**src/rtl/matrix_stream_loader.sv**
```systemverilog
`default_nettype none
// ============================================================================
// Module      : matrix_stream_loader
// Description : Collects matrix elements from a valid/ready element stream
//               and assembles two packed 2x2 matrices (operand A, then B).
//               Elements are gathered in shadow registers. They are copied to
//               the outputs only when a correctly framed 8-element frame
//               completes. The outputs are held with out_valid until the
//               consumer takes them.
// Ports       : clk, rst          - clock, synchronous active-high reset
//               in_valid/in_ready - element stream handshake
//               in_data, in_last  - element value, end-of-frame marker
//               out_valid/out_ready - frame handshake toward the adder
//               mat_a, mat_b      - packed operands, element k at [k*W +: W]
//               frame_err         - one-cycle pulse per framing error
//               frame_cnt         - delivered frame counter (wraps)
// Revision    : 1.0 - initial release
// ============================================================================
module matrix_stream_loader #(
    parameter int ELEM_W = 4,
    parameter int N_ELEM = 4
) (
    input  logic                     clk,
    input  logic                     rst,
    input  logic                     in_valid,
    output logic                     in_ready,
    input  logic [ELEM_W-1:0]        in_data,
    input  logic                     in_last,
    output logic                     out_valid,
    input  logic                     out_ready,
    output logic [ELEM_W*N_ELEM-1:0] mat_a,
    output logic [ELEM_W*N_ELEM-1:0] mat_b,
    output logic                     frame_err,
    output logic [7:0]               frame_cnt
);

    localparam int MAT_W = ELEM_W * N_ELEM;
    localparam int IDX_W = (N_ELEM > 1) ? $clog2(N_ELEM) : 1;

    localparam logic [IDX_W-1:0] c_IDX_ONE  = IDX_W'(1);
    localparam logic [IDX_W-1:0] c_IDX_LAST = IDX_W'(N_ELEM - 1);

    typedef enum logic [1:0] {
        LOAD_A = 2'd0,
        LOAD_B = 2'd1,
        HOLD   = 2'd2
    } state_t;

    state_t             r_state;
    logic [IDX_W-1:0]   r_idx;
    logic [MAT_W-1:0]   r_shadow_a;
    logic [MAT_W-1:0]   r_shadow_b;
    logic [MAT_W-1:0]   r_mat_a;
    logic [MAT_W-1:0]   r_mat_b;
    logic               r_in_ready;
    logic               r_out_valid;
    logic               r_frame_err;
    logic [7:0]         r_frame_cnt;

    logic               w_accept;
    logic               w_idx_last;
    logic [MAT_W-1:0]   w_shadow_b_next;

    assign w_accept   = in_valid & r_in_ready;
    assign w_idx_last = (r_idx == c_IDX_LAST);

    // B shadow including the element arriving this cycle, so the final
    // element can be committed to mat_b on the same edge it is accepted.
    always_comb begin
        w_shadow_b_next = r_shadow_b;
        w_shadow_b_next[r_idx*ELEM_W +: ELEM_W] = in_data;
    end

    always_ff @(posedge clk) begin
        if (rst) begin
            r_state     <= LOAD_A;
            r_idx       <= '0;
            r_shadow_a  <= '0;
            r_shadow_b  <= '0;
            r_mat_a     <= '0;
            r_mat_b     <= '0;
            r_in_ready  <= 1'b1;
            r_out_valid <= 1'b0;
            r_frame_err <= 1'b0;
            r_frame_cnt <= 8'd0;
        end else begin
            r_frame_err <= 1'b0;
            case (r_state)
                LOAD_A: begin
                    if (w_accept) begin
                        if (in_last) begin
                            // Only the 8th element may carry in_last.
                            r_frame_err <= 1'b1;
                            r_idx       <= '0;
                        end else begin
                            r_shadow_a[r_idx*ELEM_W +: ELEM_W] <= in_data;
                            if (w_idx_last) begin
                                r_idx   <= '0;
                                r_state <= LOAD_B;
                            end else begin
                                r_idx <= r_idx + c_IDX_ONE;
                            end
                        end
                    end
                end
                LOAD_B: begin
                    if (w_accept) begin
                        if (w_idx_last && in_last) begin
                            r_shadow_b  <= w_shadow_b_next;
                            r_mat_a     <= r_shadow_a;
                            r_mat_b     <= w_shadow_b_next;
                            r_out_valid <= 1'b1;
                            r_in_ready  <= 1'b0;
                            r_idx       <= '0;
                            r_state     <= HOLD;
                        end else if (w_idx_last || in_last) begin
                            // Missing last on the 8th, or early last.
                            r_frame_err <= 1'b1;
                            r_idx       <= '0;
                            r_state     <= LOAD_A;
                        end else begin
                            r_shadow_b[r_idx*ELEM_W +: ELEM_W] <= in_data;
                            r_idx <= r_idx + c_IDX_ONE;
                        end
                    end
                end
                HOLD: begin
                    if (out_ready) begin
                        r_frame_cnt <= r_frame_cnt + 8'd1;
                        r_out_valid <= 1'b0;
                        r_in_ready  <= 1'b1;
                        r_state     <= LOAD_A;
                    end
                end
                default: begin
                    r_state    <= LOAD_A;
                    r_idx      <= '0;
                    r_in_ready <= 1'b1;
                end
            endcase
        end
    end

    // Ready is also shown during reset; nothing is accepted in that cycle.
    assign in_ready  = r_in_ready | rst;
    assign out_valid = r_out_valid;
    assign mat_a     = r_mat_a;
    assign mat_b     = r_mat_b;
    assign frame_err = r_frame_err;
    assign frame_cnt = r_frame_cnt;

endmodule
`default_nettype wire
```
**config.mk**
```make
export PLATFORM = sky130hd
export DESIGN_NAME = matrix_stream_loader
export DESIGN_NICKNAME = d
export VERILOG_FILES = /design/src/rtl/matrix_stream_loader.sv
export SDC_FILE = /design/constraint.sdc
export NUM_CORES = 1
export LEC_CHECK = 0
export ABC_AREA = 1
export ABC_CLOCK_PERIOD_IN_PS = 1900
export CAP_MARGIN = 20
export CELL_PAD_IN_SITES_DETAIL_PLACEMENT = 1
export CELL_PAD_IN_SITES_GLOBAL_PLACEMENT = 2
export CORE_MARGIN = 3
export CORE_UTILIZATION = 25
export CTS_CLUSTER_DIAMETER = 30
export CTS_CLUSTER_SIZE = 10
export DETAILED_ROUTE_END_ITERATION = 6
export PLACE_DENSITY_LB_ADDON = 0.1
export SYNTH_ARGS = -nofsm -noshare
export SYNTH_HDL_FRONTEND = slang
export SYNTH_SLANG_ARGS = --single-unit
export TNS_END_PERCENT = 100
```
**constraint.sdc**
```tcl
create_clock -name clk -period 1.9 [get_ports clk]
set_clock_uncertainty 0.2 [all_clocks]
set_input_delay 0.38 -clock clk [delete_from_list [all_inputs] [get_ports clk]]
set_output_delay 0.38 -clock clk [all_outputs]
set_load 0.05 [all_outputs]
```
[Word-level counts from Yosys, hierarchy flattened]
Cells that the tools add are included.
Cells by class
  add/sub/neg operators: 3
  multipliers: 0
  div/mod/pow operators: 0
  order comparisons: 0
  eq/ne operators: 11
  shift operators: 2
  multiplexer cells: 33
  bitwise logic cells: 5
  reductions and logical operators: 12
Operators with widths (count)
  4-bit negator with 34-bit output: 1
  4-bit by 34-bit variable shift with 16-bit output, first input constant: 1
  4-bit by 34-bit variable part select with 16-bit output: 1
  16-bit bitwise mux: 2
  16-bit 2-to-1 mux: 2
  2-bit 2-to-1 mux: 13
  2-bit inequality test, second input constant: 7
  2-bit case mux with 3 select lines: 2
  3-bit AND reduction: 4
  1-bit 2-to-1 mux: 11
  8-bit by 1-bit adder with 8-bit output, second input constant: 1
  4-bit AND reduction: 2
  6-bit AND reduction: 1
  2-bit equality test, second input constant: 2
  1-bit case mux with 2 select lines: 2
  3-bit inequality test, second input constant: 1
  1-bit inverter: 3
  1-bit case mux with 3 select lines: 1
  2-bit by 1-bit adder with 2-bit output, second input constant: 1
  2-bit by 1-bit equality test with 1-bit output, second input constant: 1
  2-bit logical NOT: 1
  2-bit AND reduction: 1
  2-bit nonzero test: 1
  1-bit AND: 1
  3 further kinds: 3
Word-level totals
  flip-flop bits (word level): 79
  bits in latches: 0
  RAM bits: 0
  memory bits (read-only): 0
  bits of input ports: 9
  output and inout bits: 43
  logic and storage cells: 76
  memories kept: 0

[Logic depth before layout (Yosys ltp)]
  word-level depth: 6
  gate-level depth with buffers: 10
  gate-level depth less buffers: 9

[Least setup slack after synthesis]
OpenSTA, ideal clock, no wires.
  kind: register to register
  from: register r_idx[0]
  to: register r_shadow_b[10]
  data arrival time: 1.792 ns
  slack: -0.157 ns
  cell stages (with the launch flop): 10
  buffers on the path: 1
  period minus slack after synthesis: 2.057 ns
  path through: dfxtp_1 clkbuf_1 inv_1 ha_1 nand2_1 nor2_1 nand3_1 o21ai_0 nor2_1 nor2_1
Between the ends
  longest elaborated chain between the ends: 5
  elaborated cells on any way between the ends: 11
RTL lines
  start, declared: line 50  | logic [IDX_W-1:0] r_idx;
  start signal, assigned: line 101  | r_idx <= r_idx + c_IDX_ONE;
  start signal, assigned: line 123  | r_idx <= r_idx + c_IDX_ONE;
  4-bit negator with 34-bit output: line 71, 122
  4-bit by 34-bit variable part select with 16-bit output or 4-bit by 34-bit variable shift with 16-bit output (tied branches): line 71, 122
  16-bit bitwise mux: line 71, 122
  16-bit 2-to-1 mux: line 116  | end else if (w_idx_last || in_last) begin
  16-bit 2-to-1 mux: line 108  | if (w_idx_last && in_last) begin
  end signal, assigned: line 109  | r_shadow_b <= w_shadow_b_next;
  end signal, assigned by index: line 122  | r_shadow_b[r_idx*ELEM_W +: ELEM_W] <= in_data;
  end, declared: line 52  | logic [MAT_W-1:0] r_shadow_b;
Several ways; a longest one is shown, not always the timed one. The select of a mux whose other input is x is not followed.
A chain may end at the register's enable or synchronous reset.

[Worst setup path after layout]
  from: register r_idx[1]
  to: register r_shadow_a[4]
Between the ends
  longest elaborated chain between the ends: 3
  elaborated cells on any way between the ends: 4
RTL lines
  4-bit negator with 34-bit output *: line 96  | r_shadow_a[r_idx*ELEM_W +: ELEM_W] <= in_data;
  4-bit by 34-bit variable part select with 16-bit output or 4-bit by 34-bit variable shift with 16-bit output (tied branches): line 96
  16-bit bitwise mux *: line 96
  end signal, assigned by index: line 96
  end, declared: line 51  | logic [MAT_W-1:0] r_shadow_a;
Every way passes the cells marked *; elsewhere a longest branch is shown, timed or not.

==> metrics.md <==
| Metric | Value |
|---|---|
| IO Pins | 52 |
| Initial antenna violation count | 0 |
| Row cnt | 42 |
| CTS H-Tree Depth | 3 |
| Period Utilization, post-route | between 90 and 100% |
| Most common cell after layout, fill and taps aside | nor2_1 |
| Area of the core | between 10000 and 15000 um2 |
| Slowest stage delay, CP | 0.33 ns |
| Antenna cells | 0 |
| Worst setup EP type | flip-flop |
| Max cap viols | 0 |
| Final instance area | 4840 um2 |
| Post-synthesis sequential area ratio | 45.9% |
| Achievable frequency | 567 MHz |
| PwrDens | around 800 nW/um2 |
| Top delay family on crit path | buffers and inverters |
| Synth Register Bits | 79 |
| Leak | 2.23 nW |
| DP Wirelength | 7500 um |
| Synth unique cells | 26 |
| Register area | about 1600 um2 |
| EDFF count, synth | 0 |
| Mean Syn Cell Area | just over 7 um2 |
| CTS tree | yes |
| Clock Sinks | 79 |
| Synth-to-layout area growth | 40.3% |
| WL/cell | 13.7 um |
| Dominant synthesized flop cell | dfxtp_1 |
| Antenna viol nets, final | 0 |
| Maximum clock insertion buffer count | 2 |
| Synth warnings | 0 |
| Fraction of layout cells with a size suffix above 1 | a little under a quarter |
| Area of the multi-input gates | 1660 um2 |
| Clock buffer count from CTS | 9 |
| Worst path cell trace | inv_1, buf_4, ha_1, inv_1, nor2_1, buf_4, o21a_1, nor2_1 |
| Largest vdd supply drop | 347 uV |
| Mapped Area | 3450 um2 |
| DRT iter0 DRCs | ~160 |
| Die H | about 120 um |
| Worst Path Buf+Inv | 4 |
| Fillers | between 1500 and 2000 |
| Slack of the critical path | 0.136 ns |
| Dpl ws | -0.253 ns |
| CP max-delay cell | dfxtp_2 |
| Synth Net Count | 501 |
| Vias in the first global route | ~3400 |
| Worst R2R Path Depth | 8 |
| Vias per inst | 4.37 |
| Crit path max fanout | 9 |
| Hold Buf Count CTS | 0 |
| Synth top area cells | dfxtp_1 (46%), nor2_1 (12%), nand2_1 (9.5%), o21ai_0 (7.4%), inv_1 (4.8%) |
| Full die area | 15200 um2 |
| Relative slew margins | 74.5% |
| Final Setup Violations | 0 |
| Fin nets | 589 |
| Residual DRC | 0 |
| Final Power | 3.83 mW |
| Async SR Flop Fraction | 0% |
| Largest net degree at the start of global routing | 31 |
| Setup TNS | 0 ns |
| Drt pass-1 iters | 5 |
| Min-Delay Path Class | reg -> reg |
| Worst-margin pin slew | between 0.3 and 0.4 ns |
| First-pass GRT wire length | 17000 um |
| Most used cells in the layout excluding fill and tap cells | nor2_1 (104), nand2_1 (86), dfxtp_1 (77), buf_4 (77), o21ai_0 (48) |
| Total GRT Usage | between 10% and 20% |
| Critical Path Stages | 8 |
| Clock latency on the worst-skew pair | roughly 0.34 ns |
| Final slew viol count | 0 |
| # port buffers | 51 |
| Die W | 123 um |
| Final hold viol count | 0 |
| Worst Hold Depth | 2 |
| Area post-placement | 4360 um2 |
| Total grt overflow | 0 |
| Final WL | 10400 um |
| Worst setup path class | reg -> reg |
| Reg clk slew, reported paths | 0.07 ns |
| CTS root buf | clkbuf_16 |
| Initial Util | 25.8% |
| Yosys top cell area share | a little under half |
| CP Launch Type | flip-flop |
| Outcome | completed |
| Global placement routability congestion | around 0.78 |
| Critical Path RT | 1.93 ns |
| Cells after Synth | 485 |
| Arrival @ worst endpoint | ~1.8 ns |
| Minimum clock period | between 1.5 and 2 ns |
| Vias | 3294 |
| Synth area leader | dfxtp_1 |
cell usage after synthesis (all sizes together) (5+ instances only):
library cell,count
nor2,110
nand2,89
dfxtp,79
o21ai,57
inv,45
a21oi,31
nand3,22
buf,10
clkbuf,9
ha,7
or2,6
o21a,5
layout make-up:
| cell class | count | share of cell area [%] |
|---|---|---|
| clock buffers | 9 | 4.66 |
| clock inverters | 7 | 2.15 |
| inverters | 45 | 3.54 |
| multi-input cells | 342 | 34.3 |
| flip-flops and latches | 79 | 32.7 |
| well taps | 176 | 4.55 |
| repair buffers | 96 | 18.0 |
where the power goes:
part	switching, mW	total, mW	leakage (nW)	internal [mW]
Clock	0.737	1.91	0.161	1.17
Sequential	0.00575	1.67	0.638	1.67
Combinational	0.143	0.249	1.43	0.106
tightest hold or removal path: cells and delay by family, from the launching register on:
kind | cells | cell delay [ns]
compound gates | 1 | 0.05
simple gates | 1 | 0.06
flops | 1 | 0.31
timing repair:
item,CTS,global route
endpoints found under the setup margin,28,60
buffers inserted,0,1
pin swaps,1,3
cloned,0,1
resized for setup,5,24
layer usage:
metal | share of wire [%] | GRT usage, % | wire length [um] | vias up
met1 | 52 | 19.8 | 5340 | 1513
met4 | 1.7 | 5.81 | 176 | 0
met2 | 44 | 22.3 | 4560 | 40
met5 | 0 | 0 | 0 | -
met3 | 2.7 | 2.70 | 284 | 13
li1 | - | - | - | 1728
final timing paths:
path,from,endpoint,slack [ns]
worst max-delay path,r_idx[1],r_shadow_a[4],0.14
worst min register to register,out_valid,out_valid,0.27
worst min-delay path,out_valid,out_valid,0.27
worst max register to register,r_idx[1],r_shadow_a[4],0.14
sequential cells by signal, summed over array words and instances (netlist names):
register,cells
r_in_ready,1
mat_b,16
r_shadow_b,16
frame_err,1
r_state,2
r_shadow_a,16
mat_a,16
r_idx,2
out_valid,1
frame_cnt,8
through the flow:
stage          hold WS, ns  utilization (%)  instances
2_1_floorplan        0.227                -        485
3_3_place_gp         0.250             32.7        736
3_5_place_dp         0.260             32.7        736
4_1_cts              0.270             35.2        752
5_1_grt              0.298             36.2        754
6_report             0.266             36.2        754
cells by family after synthesis:
group                      count (synthesis)  synth area share, %
AOI/OAI and AO/OA                         98                 14.9
xor gates and xnor gates                   1                0.254
adders and majority gates                  7                 2.54
buffers and inverters                     64                 8.38
DFF                                       79                 45.9
and+or+nand+nor                          236                 28.0
(Power assumes the default switching activity.)
